### src/rtl/inst_enc_pkg.sv
// Shared types, opcodes and the immediate range check for the RV32I instruction encoder.
package inst_enc_pkg;

    localparam int unsigned INST_W = 32;
    localparam int unsigned REG_W  = 5;
    localparam int unsigned CNT_W  = 16;

    typedef enum logic [2:0] {
        FMT_LOAD   = 3'd0,
        FMT_STORE  = 3'd1,
        FMT_BRANCH = 3'd2,
        FMT_ALU_I  = 3'd3,
        FMT_JAL    = 3'd4
    } fmt_e;

    localparam logic [6:0] OPC_LOAD   = 7'b0000011;
    localparam logic [6:0] OPC_STORE  = 7'b0100011;
    localparam logic [6:0] OPC_BRANCH = 7'b1100011;
    localparam logic [6:0] OPC_ALU_I  = 7'b0010011;
    localparam logic [6:0] OPC_JAL    = 7'b1101111;

    localparam logic [INST_W-1:0] NOP_INST = 32'h00000013;

    typedef struct packed {
        logic [2:0]        fmt;
        logic [REG_W-1:0]  rd;
        logic [REG_W-1:0]  rs1;
        logic [REG_W-1:0]  rs2;
        logic [2:0]        funct3;
        logic [INST_W-1:0] imm;
    } enc_req_t;

    // True when imm is representable in the immediate field of fmt.
    function automatic logic imm_ok(input logic [2:0] fmt, input logic [INST_W-1:0] imm);
        logic ok;
        case (fmt)
            FMT_LOAD, FMT_STORE, FMT_ALU_I: ok = (&imm[31:11]) || !(|imm[31:11]);
            FMT_BRANCH: ok = ((&imm[31:12]) || !(|imm[31:12])) && !imm[0];
            FMT_JAL:    ok = ((&imm[31:20]) || !(|imm[31:20])) && !imm[0];
            default:    ok = 1'b0;
        endcase
        return ok;
    endfunction

endpackage

### src/rtl/inst_pack.sv
// Combinational range check and bit scatter of one request into an RV32I word.
module inst_pack
    import inst_enc_pkg::*;
(
    input  logic [2:0]        fmt,
    input  logic [REG_W-1:0]  rd,
    input  logic [REG_W-1:0]  rs1,
    input  logic [REG_W-1:0]  rs2,
    input  logic [2:0]        funct3,
    input  logic [INST_W-1:0] imm,
    output logic [INST_W-1:0] inst_c,
    output logic              err_c
);

    logic [INST_W-1:0] raw;

    always_comb begin
        raw   = '0;
        err_c = !imm_ok(fmt, imm);
        case (fmt)
            FMT_LOAD:   raw = {imm[11:0], rs1, funct3, rd, OPC_LOAD};
            FMT_ALU_I:  raw = {imm[11:0], rs1, funct3, rd, OPC_ALU_I};
            FMT_STORE:  raw = {imm[11:5], rs2, rs1, funct3, imm[4:0], OPC_STORE};
            FMT_BRANCH: raw = {imm[12], imm[10:5], rs2, rs1, funct3, imm[4:1], imm[11], OPC_BRANCH};
            FMT_JAL:    raw = {imm[20], imm[10:1], imm[11], imm[19:12], rd, OPC_JAL};
            default:    raw = NOP_INST;
        endcase
        inst_c = err_c ? NOP_INST : raw;
    end

endmodule

### src/rtl/inst_encoder.sv
// Two-stage valid/ready instruction encoder: S1 holds the request, S2 the packed word and address.
module inst_encoder
    import inst_enc_pkg::*;
#(
    parameter int unsigned ADDR_W    = 9,
    parameter int unsigned BASE_ADDR = 0
) (
    input  logic              clk,
    input  logic              reset,
    input  logic              in_valid,
    output logic              in_ready,
    input  logic [2:0]        in_fmt,
    input  logic [REG_W-1:0]  in_rd,
    input  logic [REG_W-1:0]  in_rs1,
    input  logic [REG_W-1:0]  in_rs2,
    input  logic [2:0]        in_funct3,
    input  logic [INST_W-1:0] in_imm,
    output logic              out_valid,
    input  logic              out_ready,
    output logic [INST_W-1:0] out_inst,
    output logic [ADDR_W-1:0] out_addr,
    output logic              out_err,
    output logic [CNT_W-1:0]  err_count
);

    localparam logic [ADDR_W-1:0] ADDR_BASE = ADDR_W'(BASE_ADDR);
    localparam logic [ADDR_W-1:0] ADDR_STEP = ADDR_W'(4);
    localparam logic [CNT_W-1:0]  CNT_MAX   = '1;

    logic              s1_valid_q, s1_valid_d;
    enc_req_t          s1_req_q, s1_req_d;
    logic              s1_err_q, s1_err_d;
    logic              s2_valid_q, s2_valid_d;
    logic [INST_W-1:0] s2_inst_q, s2_inst_d;
    logic              s2_err_q, s2_err_d;
    logic [ADDR_W-1:0] s2_addr_q, s2_addr_d;
    logic [ADDR_W-1:0] next_addr_q, next_addr_d;
    logic [CNT_W-1:0]  err_count_q, err_count_d;

    logic              s2_free, s1_adv, in_fire, out_fire;
    logic [INST_W-1:0] pack_inst;
    logic              pack_err;

    inst_pack u_pack (
        .fmt    (s1_req_q.fmt),
        .rd     (s1_req_q.rd),
        .rs1    (s1_req_q.rs1),
        .rs2    (s1_req_q.rs2),
        .funct3 (s1_req_q.funct3),
        .imm    (s1_req_q.imm),
        .inst_c (pack_inst),
        .err_c  (pack_err)
    );

    // Handshake and next-state for both stages, the address and the error counter.
    always_comb begin
        s2_free  = !s2_valid_q || out_ready;
        s1_adv   = s1_valid_q && s2_free;
        in_ready = !reset && (!s1_valid_q || s2_free);
        in_fire  = in_valid && in_ready;
        out_fire = s2_valid_q && out_ready;

        s1_valid_d  = s1_valid_q;
        s1_req_d    = s1_req_q;
        s1_err_d    = s1_err_q;
        s2_valid_d  = s2_valid_q;
        s2_inst_d   = s2_inst_q;
        s2_err_d    = s2_err_q;
        s2_addr_d   = s2_addr_q;
        next_addr_d = next_addr_q;
        err_count_d = err_count_q;

        if (s1_adv) begin
            s1_valid_d = 1'b0;
        end
        if (in_fire) begin
            s1_valid_d = 1'b1;
            s1_req_d   = '{fmt: in_fmt, rd: in_rd, rs1: in_rs1, rs2: in_rs2,
                           funct3: in_funct3, imm: in_imm};
            s1_err_d   = !imm_ok(in_fmt, in_imm);
        end

        if (out_fire) begin
            s2_valid_d = 1'b0;
            if (s2_err_q && err_count_q != CNT_MAX) begin
                err_count_d = err_count_q + CNT_W'(1);
            end
        end
        if (s1_adv) begin
            s2_valid_d  = 1'b1;
            s2_err_d    = s1_err_q || pack_err;
            s2_inst_d   = s2_err_d ? NOP_INST : pack_inst;
            s2_addr_d   = next_addr_q;
            next_addr_d = next_addr_q + ADDR_STEP;
        end
    end

    always_ff @(posedge clk) begin
        if (reset) begin
            s1_valid_q  <= 1'b0;
            s1_req_q    <= '0;
            s1_err_q    <= 1'b0;
            s2_valid_q  <= 1'b0;
            s2_inst_q   <= '0;
            s2_err_q    <= 1'b0;
            s2_addr_q   <= ADDR_BASE;
            next_addr_q <= ADDR_BASE;
            err_count_q <= '0;
        end else begin
            s1_valid_q  <= s1_valid_d;
            s1_req_q    <= s1_req_d;
            s1_err_q    <= s1_err_d;
            s2_valid_q  <= s2_valid_d;
            s2_inst_q   <= s2_inst_d;
            s2_err_q    <= s2_err_d;
            s2_addr_q   <= s2_addr_d;
            next_addr_q <= next_addr_d;
            err_count_q <= err_count_d;
        end
    end

    assign out_valid = s2_valid_q;
    assign out_inst  = s2_inst_q;
    assign out_err   = s2_err_q;
    assign out_addr  = s2_addr_q;
    assign err_count = err_count_q;

endmodule
### config.mk
export PLATFORM = sky130hd
export DESIGN_NAME = inst_encoder
export DESIGN_NICKNAME = d
export VERILOG_FILES = /design/src/rtl/inst_enc_pkg.sv /design/src/rtl/inst_pack.sv /design/src/rtl/inst_encoder.sv
export SDC_FILE = /design/constraint.sdc
export NUM_CORES = 1
export LEC_CHECK = 0
export ABC_CLOCK_PERIOD_IN_PS = 2600
export BUFFER_PORTS_ARGS = -buffer_cell sky130_fd_sc_hd__buf_2
export CAP_MARGIN = 20
export CORE_UTILIZATION = 25
export CTS_CLUSTER_DIAMETER = 60
export DETAILED_ROUTE_END_ITERATION = 7
export PLACE_DENSITY = 0.41
export SLEW_MARGIN = 30
export SYNTH_ARGS = -nofsm -noshare
export SYNTH_HDL_FRONTEND = slang
export SYNTH_HIERARCHICAL = 1
export SYNTH_SLANG_ARGS = --single-unit
export TNS_END_PERCENT = 1
### constraint.sdc
create_clock -name clk -period 2.6 [get_ports clk]
set_input_delay 0.65 -clock clk [delete_from_list [all_inputs] [get_ports clk]]
set_output_delay 0.65 -clock clk [all_outputs]
set_load 0.1 [all_outputs]
==> metrics.yaml <==
status: "completed"
gp_congestion: 0.7845
hold_ws_ns: 0.4316
die_x_um: 146.3
syn2layout_area_growth_pct: 27.08
final_cell_count_no_fill: 1029
yosysWarnings: 6
drt_first_iter_violations: 277
synthAdderAreaFrac_pct: 0.4805
synth_edf_count: 0
drt-total-wl_mm: 14.48
crit_cells: 6
setup_ws_ns: 0.4460
io_pins: 117
clock_path_buffers: 2
overflow: 0
path_cells: "nor4_1 -> nand3_1 -> a2bb2o_1 -> a2bb2oi_4 -> or3_1 -> o221a_2"
clk_pin_slew_ns: 0.06
clk_latency_ns: 0.41
cts_hold_buf: 0
synthDistinctLibCells: 50
synth-seq-area-share_pct: 45.75
worstMarginPinSlew_ns: 0.6754
syn_area_per_cell_um2: 8.061
via_per_inst: 4.545
reg2reg_from: "s1_req_q[16]"
drtPass1Iterations: 4
max_freq_ghz: 0.4642
grt_pass1_vias: 4661
p_per_area_nw_per_um2: 728.0
critPathBufInv: 0
synthArstFlopShare_pct: 0
netlist_area_um2: 5207
num_vias: 4677
finish.utilization_pct: 32.60
synthMuxAreaShare_pct: 0.2162
required_ns: 2.90
relSlewSlack_pct: 54.97
synthCells: 646
start_util_pct: 25.65
hpwl_mm: 10.56
critical_path.max_fanout: 4
cp_slowest_cell: "nor4_1"
reg2reg_depth: 6
p_leak_uw: 0.002588
critical_path.max_stage_delay_ns: 0.52
cp-startpoint: "s1_req_q[16]"
core_area_um2: 20300
rows: 52
crit_type: "reg -> reg"
dieArea_um2: 21410
hold_path.class: "in -> reg"
synth_top_area_share_pct: 45.75
antenna_found_initial: 0
synth_ff_type: "dfxtp_1"
place_ws_ns: 0.4393
maxCapViolations: 0
h-tree-depth: 4
die_height_um: 146.3
synth-xor-area-share_pct: 3.532
synth_area_leader_cell: "dfxtp_1"
grt_max_degree: 90
wl_per_cell_um: 14.07
ys_seq_elements: 119
post_cts_buffers: 0
ant_nets: 0
route.detailed.drc: 0
nFillCells: 2209
slew_violations: 0
grt_setup_unrepaired: "no"
cts_tree: "yes"
synth_top_family_by_area: "simple AND/OR/NAND/NOR gates"
cts_root_buffer: "clkbuf_16"
critPathCaptureType: "flip-flop"
yosys.area_share.simple_pct: 27.82
drive_above_1_share_pct: 23.06
r2r_end: "out_inst[4]"
ff2ff_setup_slack_ns: 0.45
cts_resized: 0
period_minus_slack_ns: 2.154
place_inst: 997
peakVddDrop_v: 0.0004031
synth-compound-area-share_pct: 16.48
period_share_pct: 82.85
hold_violations: 0
finClkSkew_ns: 0.005954
grt_pass1_wl_mm: 24.22
final.setup.tns_ns: 0
grt_use_total_pct: 14.37
finalNetCount: 805
critPathArrivalTime_ns: 2.46
diodes: 0
startpoint_type: "flip-flop"
synth_area_leaders: "dfxtp_1, nand2_1, o21ai_0"
io_buffers: 114
setup_viol: 0
setup.worst_path.end: "out_inst[4]"
crit_family: "simple AND/OR/NAND/NOR gates"
numCtsBuffers: 17
cts_sinks: 119
logic make-up after synthesis:
logic type | count (synthesis)
AOI/OAI and AO/OA | 138
xor gates and xnor gates | 21
adders and majority gates | 2
buffers and inverters | 55
DFF | 119
muxes | 1
other | 2
and+or+nand+nor | 308
power by group:
group / switching [µW] / internal, µW / total [µW]
sequential: 68.2 / 1900 / 1960
clock: 822 / 1630 / 2450
combinational: 265 / 138 / 402
synth_stat cells, types with 2 or more instances:
| master | instances |
|---|---|
| xor2_1 | 2 |
| and4b_1 | 2 |
| or3_1 | 5 |
| nor2_1 | 77 |
| buf_4 | 10 |
| nor4_1 | 9 |
| nand2b_1 | 2 |
| xnor2_1 | 19 |
| conb_1 | 2 |
| or4_1 | 2 |
| nand3_1 | 8 |
| nor2b_1 | 18 |
| nand2_1 | 136 |
| buf_1 | 2 |
| nor3b_1 | 2 |
| buf_6 | 5 |
| buf_2 | 7 |
| ha_1 | 2 |
| and3_1 | 2 |
| and2_1 | 3 |
| o221a_2 | 3 |
| nand4_1 | 14 |
| nor3_1 | 14 |
| inv_1 | 8 |
| o21ai_1 | 2 |
| dfxtp_1 | 119 |
| a21oi_1 | 26 |
| a22oi_1 | 39 |
| nor4b_1 | 4 |
| o21ai_0 | 59 |
| clkbuf_1 | 23 |
| nand4_2 | 2 |
through the flow:
stage / area [µm²] / total power [µW]
CTS: 6618 / 4897
detailed placement: 5998 / 2409
global route: 6618 / 5028
finish: 6618 / 4817
global placement: 5998 / 2402
floorplan: 5226 / 2272
final cells by class:
cell class / instances / area [µm²] / share of cell area, %
inverters: 8 / 30.03 / 0.4538
well taps: 270 / 337.8 / 5.105
repair buffers: 126 / 688.2 / 10.40
clock buffers: 24 / 501.7 / 7.582
clock inverters: 8 / 117.6 / 1.777
multi-input cells: 474 / 2560 / 38.68
flip-flops and latches: 119 / 2382 / 36.00
how the worst min path moves through the flow:
| stage | from | endpoint | slack (ns) | cells past startpoint |
|---|---|---|---|---|
| finish | in_rd[0] | s1_req_q[45] | 0.43 | 3 |
| global route | in_funct3[0] | s1_req_q[32] | 0.43 | 3 |
| CTS | in_rs2[3] | s1_req_q[38] | 0.41 | 3 |
| detailed placement | out_addr[5] | out_addr[5] | 0.44 | 2 |
| global placement | out_addr[8] | out_addr[8] | 0.44 | 2 |
| floorplan | s1_req_q[50] | s1_req_q[50] | 0.43 | 2 |
worst reg2reg max path, stage by stage (launching register included):
cell       delay (ns)
dfxtp_1          0.35
nor4_1           0.52
nand3_1          0.13
a2bb2o_1         0.31
a2bb2oi_4        0.08
or3_1            0.40
o221a_2          0.26
flip-flops by register name, indices dropped and copies added, names as in the netlist, 7 cells and up:
name and flops:
s1_req_q 53, out_inst 32, err_count 16, next_addr_q 7
out_addr 7
placed cells by master, fill, tap and decap left out, drive strengths merged, types with 2 or more instances in the layout:
cell     netlist  layout
a2bb2oi        2       2
nand4         16      16
a22oi         39      39
and2           3       3
clkbuf        23      24
nor3          14      14
inv            8       8
nor4b          5       5
or4            2       2
nor2          78      78
buf           24     126
o221a          3       3
o21ai         61      61
nor2b         18      18
nand3          9       9
dfxtp        119     119
or3            6       6
bufinv         0       3
xor2           2       2
clkinv         0       4
nor4          10      10
ha             2       2
and3           2       2
nand2b         2       2
and4b          2       2
nand2        136     136
conb           2       4
nor3b          3       3
xnor2         19      19
a21oi         27      27
layer usage:
layer	routed length, µm	share of wire [%]	up-vias	GRT usage, %
li1	-	-	2403	-
met1	7433	51	2147	19.56
met2	6253	43	114	21.76
met3	609	4.2	13	3.500
met4	182	1.3	0	5.625
met5	0	0	-	0
Power figures use the tool's default switching activity.
